==> src/rtl/exec_stage_mc.sv <==
// Execute stage: ID/EX register, forwarding, ALU with NZCV, condition check,
// iterative MUL/MLA unit and EX/MEM register.
module exec_stage_mc #(
  parameter int unsigned WIDTH    = 32,
  parameter int unsigned MUL_STEP = 8,
  parameter int unsigned ADDR_W   = 4
) (
  input  logic              clk,
  input  logic              reset,
  input  logic              stall_e,
  input  logic              flush_e,
  input  logic              valid_d,
  input  logic              pcsrc_d,
  input  logic              regwrite_d,
  input  logic              memtoreg_d,
  input  logic              memwrite_d,
  input  logic              alusrc_d,
  input  logic              is_mul_d,
  input  logic              mla_d,
  input  logic [1:0]        flagwrite_d,
  input  logic [3:0]        alu_ctrl_d,
  input  logic [3:0]        cond_d,
  input  logic [ADDR_W-1:0] waddr_d,
  input  logic [WIDTH-1:0]  rd1_d,
  input  logic [WIDTH-1:0]  rd2_d,
  input  logic [WIDTH-1:0]  ra_d,
  input  logic [WIDTH-1:0]  ext_d,
  input  logic [1:0]        fwd_a_e,
  input  logic [1:0]        fwd_b_e,
  input  logic [WIDTH-1:0]  result_w,
  output logic              busy_e,
  output logic [3:0]        flags,
  output logic              valid_m,
  output logic              pcsrc_m,
  output logic              regwrite_m,
  output logic              memtoreg_m,
  output logic              memwrite_m,
  output logic [WIDTH-1:0]  alu_result_m,
  output logic [WIDTH-1:0]  write_data_m,
  output logic [ADDR_W-1:0] waddr_m
);

  localparam int unsigned N     = WIDTH / MUL_STEP;
  localparam int unsigned CNT_W = (N > 1) ? $clog2(N) : 1;

  localparam logic [1:0] S_IDLE = 2'd0;
  localparam logic [1:0] S_RUN  = 2'd1;
  localparam logic [1:0] S_DONE = 2'd2;

  logic              valid_e, pcsrc_e, regwrite_e, memtoreg_e, memwrite_e;
  logic              alusrc_e, is_mul_e, mla_e;
  logic [1:0]        flagwrite_e;
  logic [3:0]        alu_ctrl_e, cond_e;
  logic [ADDR_W-1:0] waddr_e;
  logic [WIDTH-1:0]  rd1_e, rd2_e, ra_e, ext_e;

  logic [WIDTH-1:0]  opa, opb, rd2f, alu_res, mul_res, res_e;
  logic [WIDTH:0]    sum;
  logic              alu_c, alu_v, pass_raw, cond_pass;
  logic              mul_start, exmem_bubble;

  logic [1:0]        state, next_state;
  logic [CNT_W-1:0]  count;
  logic [WIDTH-1:0]  acc, mul_a, mul_b, mul_ra;

  // Low MUL_STEP bits of b times a, truncated to WIDTH
  function automatic logic [WIDTH-1:0] pp(input logic [WIDTH-1:0] a,
                                          input logic [WIDTH-1:0] b);
    logic [WIDTH-1:0] s;
    s = '0;
    s[MUL_STEP-1:0] = b[MUL_STEP-1:0];
    return a * s;
  endfunction

  // ID/EX register
  always_ff @(posedge clk) begin
    if (reset || flush_e) begin
      valid_e <= 1'b0; pcsrc_e <= 1'b0; regwrite_e <= 1'b0; memtoreg_e <= 1'b0;
      memwrite_e <= 1'b0; alusrc_e <= 1'b0; is_mul_e <= 1'b0; mla_e <= 1'b0;
      flagwrite_e <= '0; alu_ctrl_e <= '0; cond_e <= '0; waddr_e <= '0;
      rd1_e <= '0; rd2_e <= '0; ra_e <= '0; ext_e <= '0;
    end else if (!stall_e) begin
      valid_e <= valid_d; pcsrc_e <= pcsrc_d; regwrite_e <= regwrite_d;
      memtoreg_e <= memtoreg_d; memwrite_e <= memwrite_d; alusrc_e <= alusrc_d;
      is_mul_e <= is_mul_d; mla_e <= mla_d; flagwrite_e <= flagwrite_d;
      alu_ctrl_e <= alu_ctrl_d; cond_e <= cond_d; waddr_e <= waddr_d;
      rd1_e <= rd1_d; rd2_e <= rd2_d; ra_e <= ra_d; ext_e <= ext_d;
    end
  end

  // Operand forwarding
  always_comb begin
    case (fwd_a_e)
      2'b01:   opa = result_w;
      2'b10:   opa = alu_result_m;
      default: opa = rd1_e;
    endcase
    case (fwd_b_e)
      2'b01:   rd2f = result_w;
      2'b10:   rd2f = alu_result_m;
      default: rd2f = rd2_e;
    endcase
    opb = alusrc_e ? ext_e : rd2f;
  end

  // ALU; SUB is a + ~b + 1 so C means "no borrow"
  always_comb begin
    sum     = '0;
    alu_res = '0;
    alu_c   = 1'b0;
    alu_v   = 1'b0;
    case (alu_ctrl_e)
      4'd0: begin
        sum     = {1'b0, opa} + {1'b0, opb};
        alu_res = sum[WIDTH-1:0];
        alu_c   = sum[WIDTH];
        alu_v   = (opa[WIDTH-1] == opb[WIDTH-1]) && (alu_res[WIDTH-1] != opa[WIDTH-1]);
      end
      4'd1: begin
        sum     = {1'b0, opa} + {1'b0, ~opb} + {{WIDTH{1'b0}}, 1'b1};
        alu_res = sum[WIDTH-1:0];
        alu_c   = sum[WIDTH];
        alu_v   = (opa[WIDTH-1] != opb[WIDTH-1]) && (alu_res[WIDTH-1] != opa[WIDTH-1]);
      end
      4'd2:    alu_res = opa & opb;
      4'd3:    alu_res = opa | opb;
      4'd4:    alu_res = opa ^ opb;
      4'd5:    alu_res = opb;
      default: alu_res = '0;
    endcase
  end

  // ARM condition table on the architectural flags {N,Z,C,V}
  always_comb begin
    pass_raw = 1'b0;
    case (cond_e)
      4'h0: pass_raw = flags[2];
      4'h1: pass_raw = !flags[2];
      4'h2: pass_raw = flags[1];
      4'h3: pass_raw = !flags[1];
      4'h4: pass_raw = flags[3];
      4'h5: pass_raw = !flags[3];
      4'h6: pass_raw = flags[0];
      4'h7: pass_raw = !flags[0];
      4'h8: pass_raw = flags[1] && !flags[2];
      4'h9: pass_raw = !flags[1] || flags[2];
      4'hA: pass_raw = (flags[3] == flags[0]);
      4'hB: pass_raw = (flags[3] != flags[0]);
      4'hC: pass_raw = !flags[2] && (flags[3] == flags[0]);
      4'hD: pass_raw = flags[2] || (flags[3] != flags[0]);
      default: pass_raw = 1'b1;
    endcase
    cond_pass = valid_e && pass_raw;
  end

  assign mul_start = (state == S_IDLE) && valid_e && is_mul_e && !flush_e;
  assign busy_e    = mul_start || (state == S_RUN);

  always_ff @(posedge clk) begin
    if (reset) state <= S_IDLE;
    else       state <= next_state;
  end

  always_comb begin
    next_state = state;
    case (state)
      S_IDLE: if (mul_start) next_state = (N == 1) ? S_DONE : S_RUN;
      S_RUN: begin
        if (flush_e)                   next_state = S_IDLE;
        else if (count == CNT_W'(1))   next_state = S_DONE;
      end
      default: next_state = S_IDLE;
    endcase
  end

  // Slice 0 is accumulated on the entry cycle, so busy_e spans exactly N cycles
  always_ff @(posedge clk) begin
    if (reset) begin
      acc <= '0; mul_a <= '0; mul_b <= '0; mul_ra <= '0; count <= '0;
    end else if (mul_start) begin
      acc    <= pp(opa, rd2f);
      mul_a  <= opa << MUL_STEP;
      mul_b  <= rd2f >> MUL_STEP;
      mul_ra <= ra_e;
      count  <= CNT_W'(N - 1);
    end else if (state == S_RUN) begin
      acc   <= acc + pp(mul_a, mul_b);
      mul_a <= mul_a << MUL_STEP;
      mul_b <= mul_b >> MUL_STEP;
      count <= count - CNT_W'(1);
    end
  end

  assign mul_res      = acc + (mla_e ? mul_ra : '0);
  assign res_e        = (state == S_DONE) ? mul_res : alu_res;
  assign exmem_bubble = busy_e || (valid_e && is_mul_e && state == S_IDLE)
                        || ((state == S_DONE) && flush_e);

  // EX/MEM register
  always_ff @(posedge clk) begin
    if (reset) begin
      valid_m <= 1'b0; pcsrc_m <= 1'b0; regwrite_m <= 1'b0; memtoreg_m <= 1'b0;
      memwrite_m <= 1'b0; alu_result_m <= '0; write_data_m <= '0; waddr_m <= '0;
    end else if (exmem_bubble) begin
      valid_m <= 1'b0; pcsrc_m <= 1'b0; regwrite_m <= 1'b0;
      memtoreg_m <= 1'b0; memwrite_m <= 1'b0;
    end else begin
      valid_m      <= valid_e;
      pcsrc_m      <= pcsrc_e && cond_pass;
      regwrite_m   <= regwrite_e && cond_pass;
      memwrite_m   <= memwrite_e && cond_pass;
      memtoreg_m   <= memtoreg_e;
      alu_result_m <= res_e;
      write_data_m <= rd2f;
      waddr_m      <= waddr_e;
    end
  end

  // Flags change only as an instruction leaves EX; multiplies keep C and V
  always_ff @(posedge clk) begin
    if (reset) begin
      flags <= '0;
    end else if (!exmem_bubble && cond_pass) begin
      if (flagwrite_e[1]) flags[3:2] <= {res_e[WIDTH-1], (res_e == '0)};
      if (flagwrite_e[0] && (state != S_DONE)) flags[1:0] <= {alu_c, alu_v};
    end
  end

endmodule

==> config.mk <==
export PLATFORM = sky130hd
export DESIGN_NAME = exec_stage_mc
export DESIGN_NICKNAME = d
export VERILOG_FILES = /design/src/rtl/exec_stage_mc.sv
export SDC_FILE = /design/constraint.sdc
export NUM_CORES = 2
export LEC_CHECK = 0
export BUFFER_PORTS_ARGS = -buffer_cell sky130_fd_sc_hd__buf_2
export CORE_ASPECT_RATIO = 2
export CORE_MARGIN = 4
export CORE_UTILIZATION = 65
export DETAILED_ROUTE_END_ITERATION = 10
export GPL_TIMING_DRIVEN = 0
export PLACE_DENSITY = 0.86
export SLEW_MARGIN = 20
export SYNTH_ARGS = -nofsm -noshare
export SYNTH_HDL_FRONTEND = slang
export SYNTH_SLANG_ARGS = --single-unit
==> constraint.sdc <==
create_clock -name clk -period 17.25 [get_ports clk]
set_input_delay 4.3125 -clock clk [delete_from_list [all_inputs] [get_ports clk]]
set_output_delay 4.3125 -clock clk [all_outputs]
set_load 0.005 [all_outputs]
-- Yosys cells after proc, flatten, opt, wreduce, memory -nomap -nowiden
Index checks and enable logic that the tools add are counted.
- register bits: 343
- bits of input ports: 190
- output and inout bits: 78
- word-level logic and storage cells: 136
- add/subtract/negate cells: 6
- multiply operators: 2
- eq/ne operators: 34
- multiplexer cells: 21
- bitwise gates (word level): 4
- reduce and logical (&&, ||, !) cells: 37
- operator list (operator ; number):
    2-to-1 mux 32 bit ; 7
    case mux 32 bit (6 select lines) ; 1
    case mux 32 bit (2 select lines) ; 2
    adder 32 x 32 -> 33 bit ; 2
    adder 32 bit ; 2
    2-to-1 mux 24 bit ; 2
    adder 33 x 1 -> 33 bit (second input constant) ; 1
    bitwise AND 32 bit ; 1
    logical NOT 32 bit ; 1
    multiplier 32 x 8 -> 32 bit ; 1
    NOT 32 bit ; 1
    bitwise OR 32 bit ; 1
    bitwise XOR 32 bit ; 1
    equality test 4 x 3 -> 1 bit (second input constant) ; 6
    equality test 4 bit (second input constant) ; 6
    multiplier 24 x 8 -> 24 bit ; 1
    equality test 4 x 2 -> 1 bit (second input constant) ; 4
    logical AND 1 bit ; 16
    case mux 1 bit (14 select lines) ; 1
    2-to-1 mux 2 bit ; 5
    equality test 2 x 1 -> 1 bit (second input constant) ; 4
    equality test 4 x 1 -> 1 bit (second input constant) ; 2
    logical NOT 4 bit ; 2
    equality test 2 bit (second input constant) ; 3
    other kinds (13) ; 31

-- Depth between registers and ports, before layout
- depth in word-level cells: 10
- gate-level depth with buffers: 33
- mapped depth without buffers: 32

-- Worst setup path after synthesis
No wires, ideal clock.
- path kind: input to register
- from: in fwd_a_e[0]
- to: reg acc[31]
- library setup time: 0.086 ns
- arrival time: 10.925 ns
- required time: 17.164 ns
- slack: 6.238 ns
- cell stages on the path: 29
- path buffers: 4
- path through: inv_1 -> ha_1 -> clkbuf_1 -> buf_1 -> clkbuf_1 -> clkbuf_1 -> nand2_1 -> o21ai_1 -> nand2_1 -> fa_1 -> fa_1 -> inv_1 -> fa_1 -> inv_1 -> fa_1 -> inv_1 -> ha_1 -> or3_1 -> o21bai_1 -> a31oi_1 -> o2111ai_1 -> a41o_1 -> a21oi_2 -> o21a_2 -> o21ai_1 -> a211o_1 -> o31ai_1 -> xnor2_1 -> a221oi_2
- cells in the longest elaborated chain, start to end: 4
- elaborated cells between the ends (all ways): 5
- those cells by class: mul (1); eq/ne (2); mux (2)
- RTL lines (element ; RTL line ; source):
    from (decl) ; 28 ; input logic [1:0] fwd_a_e,
    equality test 2 bit or equality test 2 x 1 -> 1 bit (tied branches) ; 93 ; case (fwd_a_e)
    case mux 32 bit (2 select lines) (*) ; 93 ;
    multiplier 32 x 8 -> 32 bit (*) ; 72 ; return a * s;
    2-to-1 mux 32 bit (*) ; 180 ; end else if (mul_start) begin
    to (signal assigned) ; 181 ; acc <= pp(opa, rd2f);
    to (signal assigned) ; 187 ; acc <= acc + pp(mul_a, mul_b);
    to (decl) ; 64 ; logic [WIDTH-1:0] acc, mul_a, mul_b, mul_ra;
Every way passes the cells marked *; elsewhere a longest branch is shown, timed or not.
A chain may end at the register's enable or synchronous reset.

-- Final worst setup path
- from: in fwd_a_e[0]
- to: reg acc[28]
The elaborated chain is that of the path after synthesis.

==> results by group <==
Synth
  • Yosys top cell by area: dfxtp_1
  • Post-synth top area share: 0.2107
  • Ys async rst share: 0
  • Post-synth EDFFs: 0
  • Syn Area/Cell: 8.072 um2
  • Most common cell in the netlist: nor2_1
  • Mux cell area share after synthesis: 0.05193
  • Post-synthesis compound-gate area fraction: 0.1874
  • Synth Warn #: 0
  • Largest family of logic cells by synthesized area: adder cells
  • Register bit total from synthesis: 343
  • Synth Area in XOR/XNOR: 0.03439
  • Post-synth top flop: dfxtp_1
  • Post-Synth Simple-Gate Area: 0.1940
  • Top cells by area, synth: dfxtp_1 21%, fa_1 16%, ha_1 8.8%
  • Post-Syn Nets: 4725
  • Netlist Area Pre-Place: about 33000 um2
  • Top cells by count, synth: 551 x nor2_1, 473 x nand2_1, 343 x dfxtp_1
  • Syn Inst Count: ~4000
  • Unique cell type count in the Yosys netlist: 108
  • Post-synthesis sequential area ratio: 0.2107
  • Post-synthesis adder-cell area fraction: 0.2525

Pwr
  • Clk network pwr share: 0.297
  • Combinational Power Share: 0.362
  • Int Pwr: 1.486 mW
  • Sw Share: 0.4112
  • Psw: 1.038 mW
  • Final total power: 2.524 mW
  • Pwr/cell area: between 60 and 70 nW/um2
  • Share of power burned in registers: 0.341
  • Leakage power: 15.69 nW
  • Peak VDD IR: 0.09419 mV

GRT
  • First-pass GRT wire length: 232000 um
  • Vias in the first global route: 36468
  • Total GRT Usage: 0.5741
  • Largest net degree at the start of global routing: 17
  • Initial antenna violation count: 15
  • Total gr overflow: 0

Worst setup path
  • Crit-path max cell delay: 0.78 ns
  • Crit-path slowest cell: a31oi_1
  • CP Depth: 30
  • Startpoint types: primary input
  • Crit path from: fwd_a_e[0]
  • FF-to-FF setup slack: 7.98 ns
  • CP Data Required Time: about 18 ns
  • Worst setup path class: in2reg
  • Critical Path Sink: acc[28]
  • Arrival time at the worst endpoint: 14.99 ns
  • Worst R2R Path Depth: 24
  • R2r startpoint: alu_result_m[4]
  • Worst-path maximum fanout: 10
  • RR Endpoint: acc[28]
  • Buf/Inv on CP: 9
  • CP delay by family, top: compound AO/OA/AOI/OAI gates
  • Setup crit end kind: flip-flop

Route
  • Via count: roughly 36000
  • DRT iter0 DRCs: 5055
  • # DRC: 37
  • Total length of routed wires: 158900 um
  • Antenna-violating nets left: 0
  • Avg WL per Cell: 31.55 um
  • Vias/cell: 7.096
  • First-pass DRT Iterations: 11

Timing
  • Unrepaired setup endpoints after global routing: false
  • Slew HR: 0.02603
  • Final worst path period need: 14.46 ns
  • Final Hold Viols: 0
  • F_max: around 70 MHz
  • Clk_skew: 0.05970 ns
  • Finish-stage setup viols: 0
  • Final max-slew violation count: 0
  • Final setup TNS: 0 ns
  • Worst Max-Slew Pin Slew: 1.446 ns
  • Final worst-path cycle share: 0.8381

Layout
  • Proportion of layout cells with a drive suffix above 1: 0.1106
  • Area growth, synth to finish: 11.18%
  • Fill count: approximately 3700
  • Nets@finish: between 5000 and 6000
  • Post-route cell area: 36240 um2

Placement
  • Port buffer count: between 200 and 300
  • GPL Wtd Cong: between 1 and 1.5
  • Area post-placement: 35040 um2
  • DP Wirelength: 123200 um

Clock network
  • Post-CTS Hold Fix Bufs: 0
  • Clock-pin slew on the worst setup and hold paths: about 0.07 ns
  • Post_cts resized: 0
  • Clk sinks: between 300 and 400
  • Max H-tree Level: 1
  • Longest Clk Path Bufs: 3
  • Root buffer cell: clkbuf_16
  • CTS tree: yes
  • Post-CTS Setup Repair Bufs: 0
  • Clk Latency, worst-skew pair: 0.68 ns
  • CTS buffer count: 31

Die
  • Core footprint: 49350 um2
  • Num rows: 115
  • I/O pin cnt: between 200 and 300
  • Die ar.: 54010 um2
  • Die Y: approximately 320 um
  • Die W: between 150 and 200 um
  • Initial core utilization: 0.6605

Run status
  • Status: finished, violations left
  • Failing checks: DRC

Run
  • Number of max-cap violations: 0

Hold path
  • Hold WC Path Type: reg2reg
-- worst min-delay path by stage --
stage                     from               to  slack (ns)  cells past startpoint
2_1_floorplan       memwrite_e       memwrite_m        0.43                      1
3_3_place_gp        waddr_m[1]       waddr_m[1]        0.44                      2
3_5_place_dp        mul_ra[20]       mul_ra[20]        0.44                      2
4_1_cts             mul_ra[20]       mul_ra[20]        0.45                      2
5_1_grt              mul_ra[9]        mul_ra[9]        0.47                      2
6_report       write_data_m[0]  write_data_m[0]        0.45                      2
-- placed cells by master, fill, tap and decap left out, types with 87 or more instances in the layout --
cell,n
a21oi_1,236
and2_1,155
buf_2,294
clkbuf_1,205
dfxtp_1,343
fa_1,268
ha_1,229
inv_1,335
mux2i_1,159
nand2_1,473
nor2_1,548
o21ai_0,104
xnor2_1,87
-- cell families after synthesis --
family	Yosys count
and+or+nand+nor	1427
xor gates and xnor gates	128
buffers and inverters	582
DFF	343
adders and majority gates	497
AOI/OAI and AO/OA	894
muxes	167
-- sequential cells by signal, indices dropped and copies added, names as in the netlist, 24 cells and up --
signal,count
ra_e,32
acc,32
mul_ra,32
ext_e,32
mul_a,24
rd2_e,32
write_data_m,32
mul_b,24
rd1_e,32
alu_result_m,32
-- tightest hold or removal path: cells and delay by family (launching register included) --
kind / cells / cell delay, ns
flops: 1 / 0.31
compound gates: 1 / 0.05
simple gates: 1 / 0.05
-- power groups by stage --
stage | Sequential, mW | Combinational [mW] | Clock, mW
final | 0.861 | 0.913 | 0.750
after global routing | 0.859 | 0.936 | 0.767
after CTS | 0.855 | 0.825 | 0.727
after detailed placement | 0.872 | 0.820 | 0
after global placement | 0.872 | 0.792 | 0
after floorplan | 0.858 | 0.475 | 0
-- stage by stage --
stage | setup WS (ns) | hold WS (ns) | instances | utilization
after floorplan | 6.238 | 0.4295 | 4038 | -
after global placement | 3.486 | 0.4373 | 4947 | 0.7037
after detailed placement | 3.495 | 0.4433 | 4961 | 0.7100
after CTS | 4.090 | 0.4525 | 5015 | 0.7309
after global routing | 2.507 | 0.4733 | 5024 | 0.7336
final | 2.793 | 0.4515 | 5038 | 0.7343
-- layer usage --
metal	global-route usage	part of all wire	vias up
met3	0.2376	0.12	1603
met1	0.5282	0.28	16541
li1	-	-	14332
met2	0.8760	0.44	3271
met5	0.02989	0.00033	-
met4	0.6733	0.17	2
-- final cells by class --
type | count | area (um2) | area share
antenna | 17 | 42.54 | 0.001174
clock inverter | 11 | 135.1 | 0.003729
inverter | 338 | 1270 | 0.03504
clock buffer | 43 | 900.9 | 0.02486
timing repair buffer | 286 | 1562 | 0.04309
multi-input combinational | 3113 | 23670 | 0.6532
buffer | 244 | 985.9 | 0.02721
tap | 643 | 804.5 | 0.02220
sequential | 343 | 6867 | 0.1895
Power figures use the tool's default switching activity.
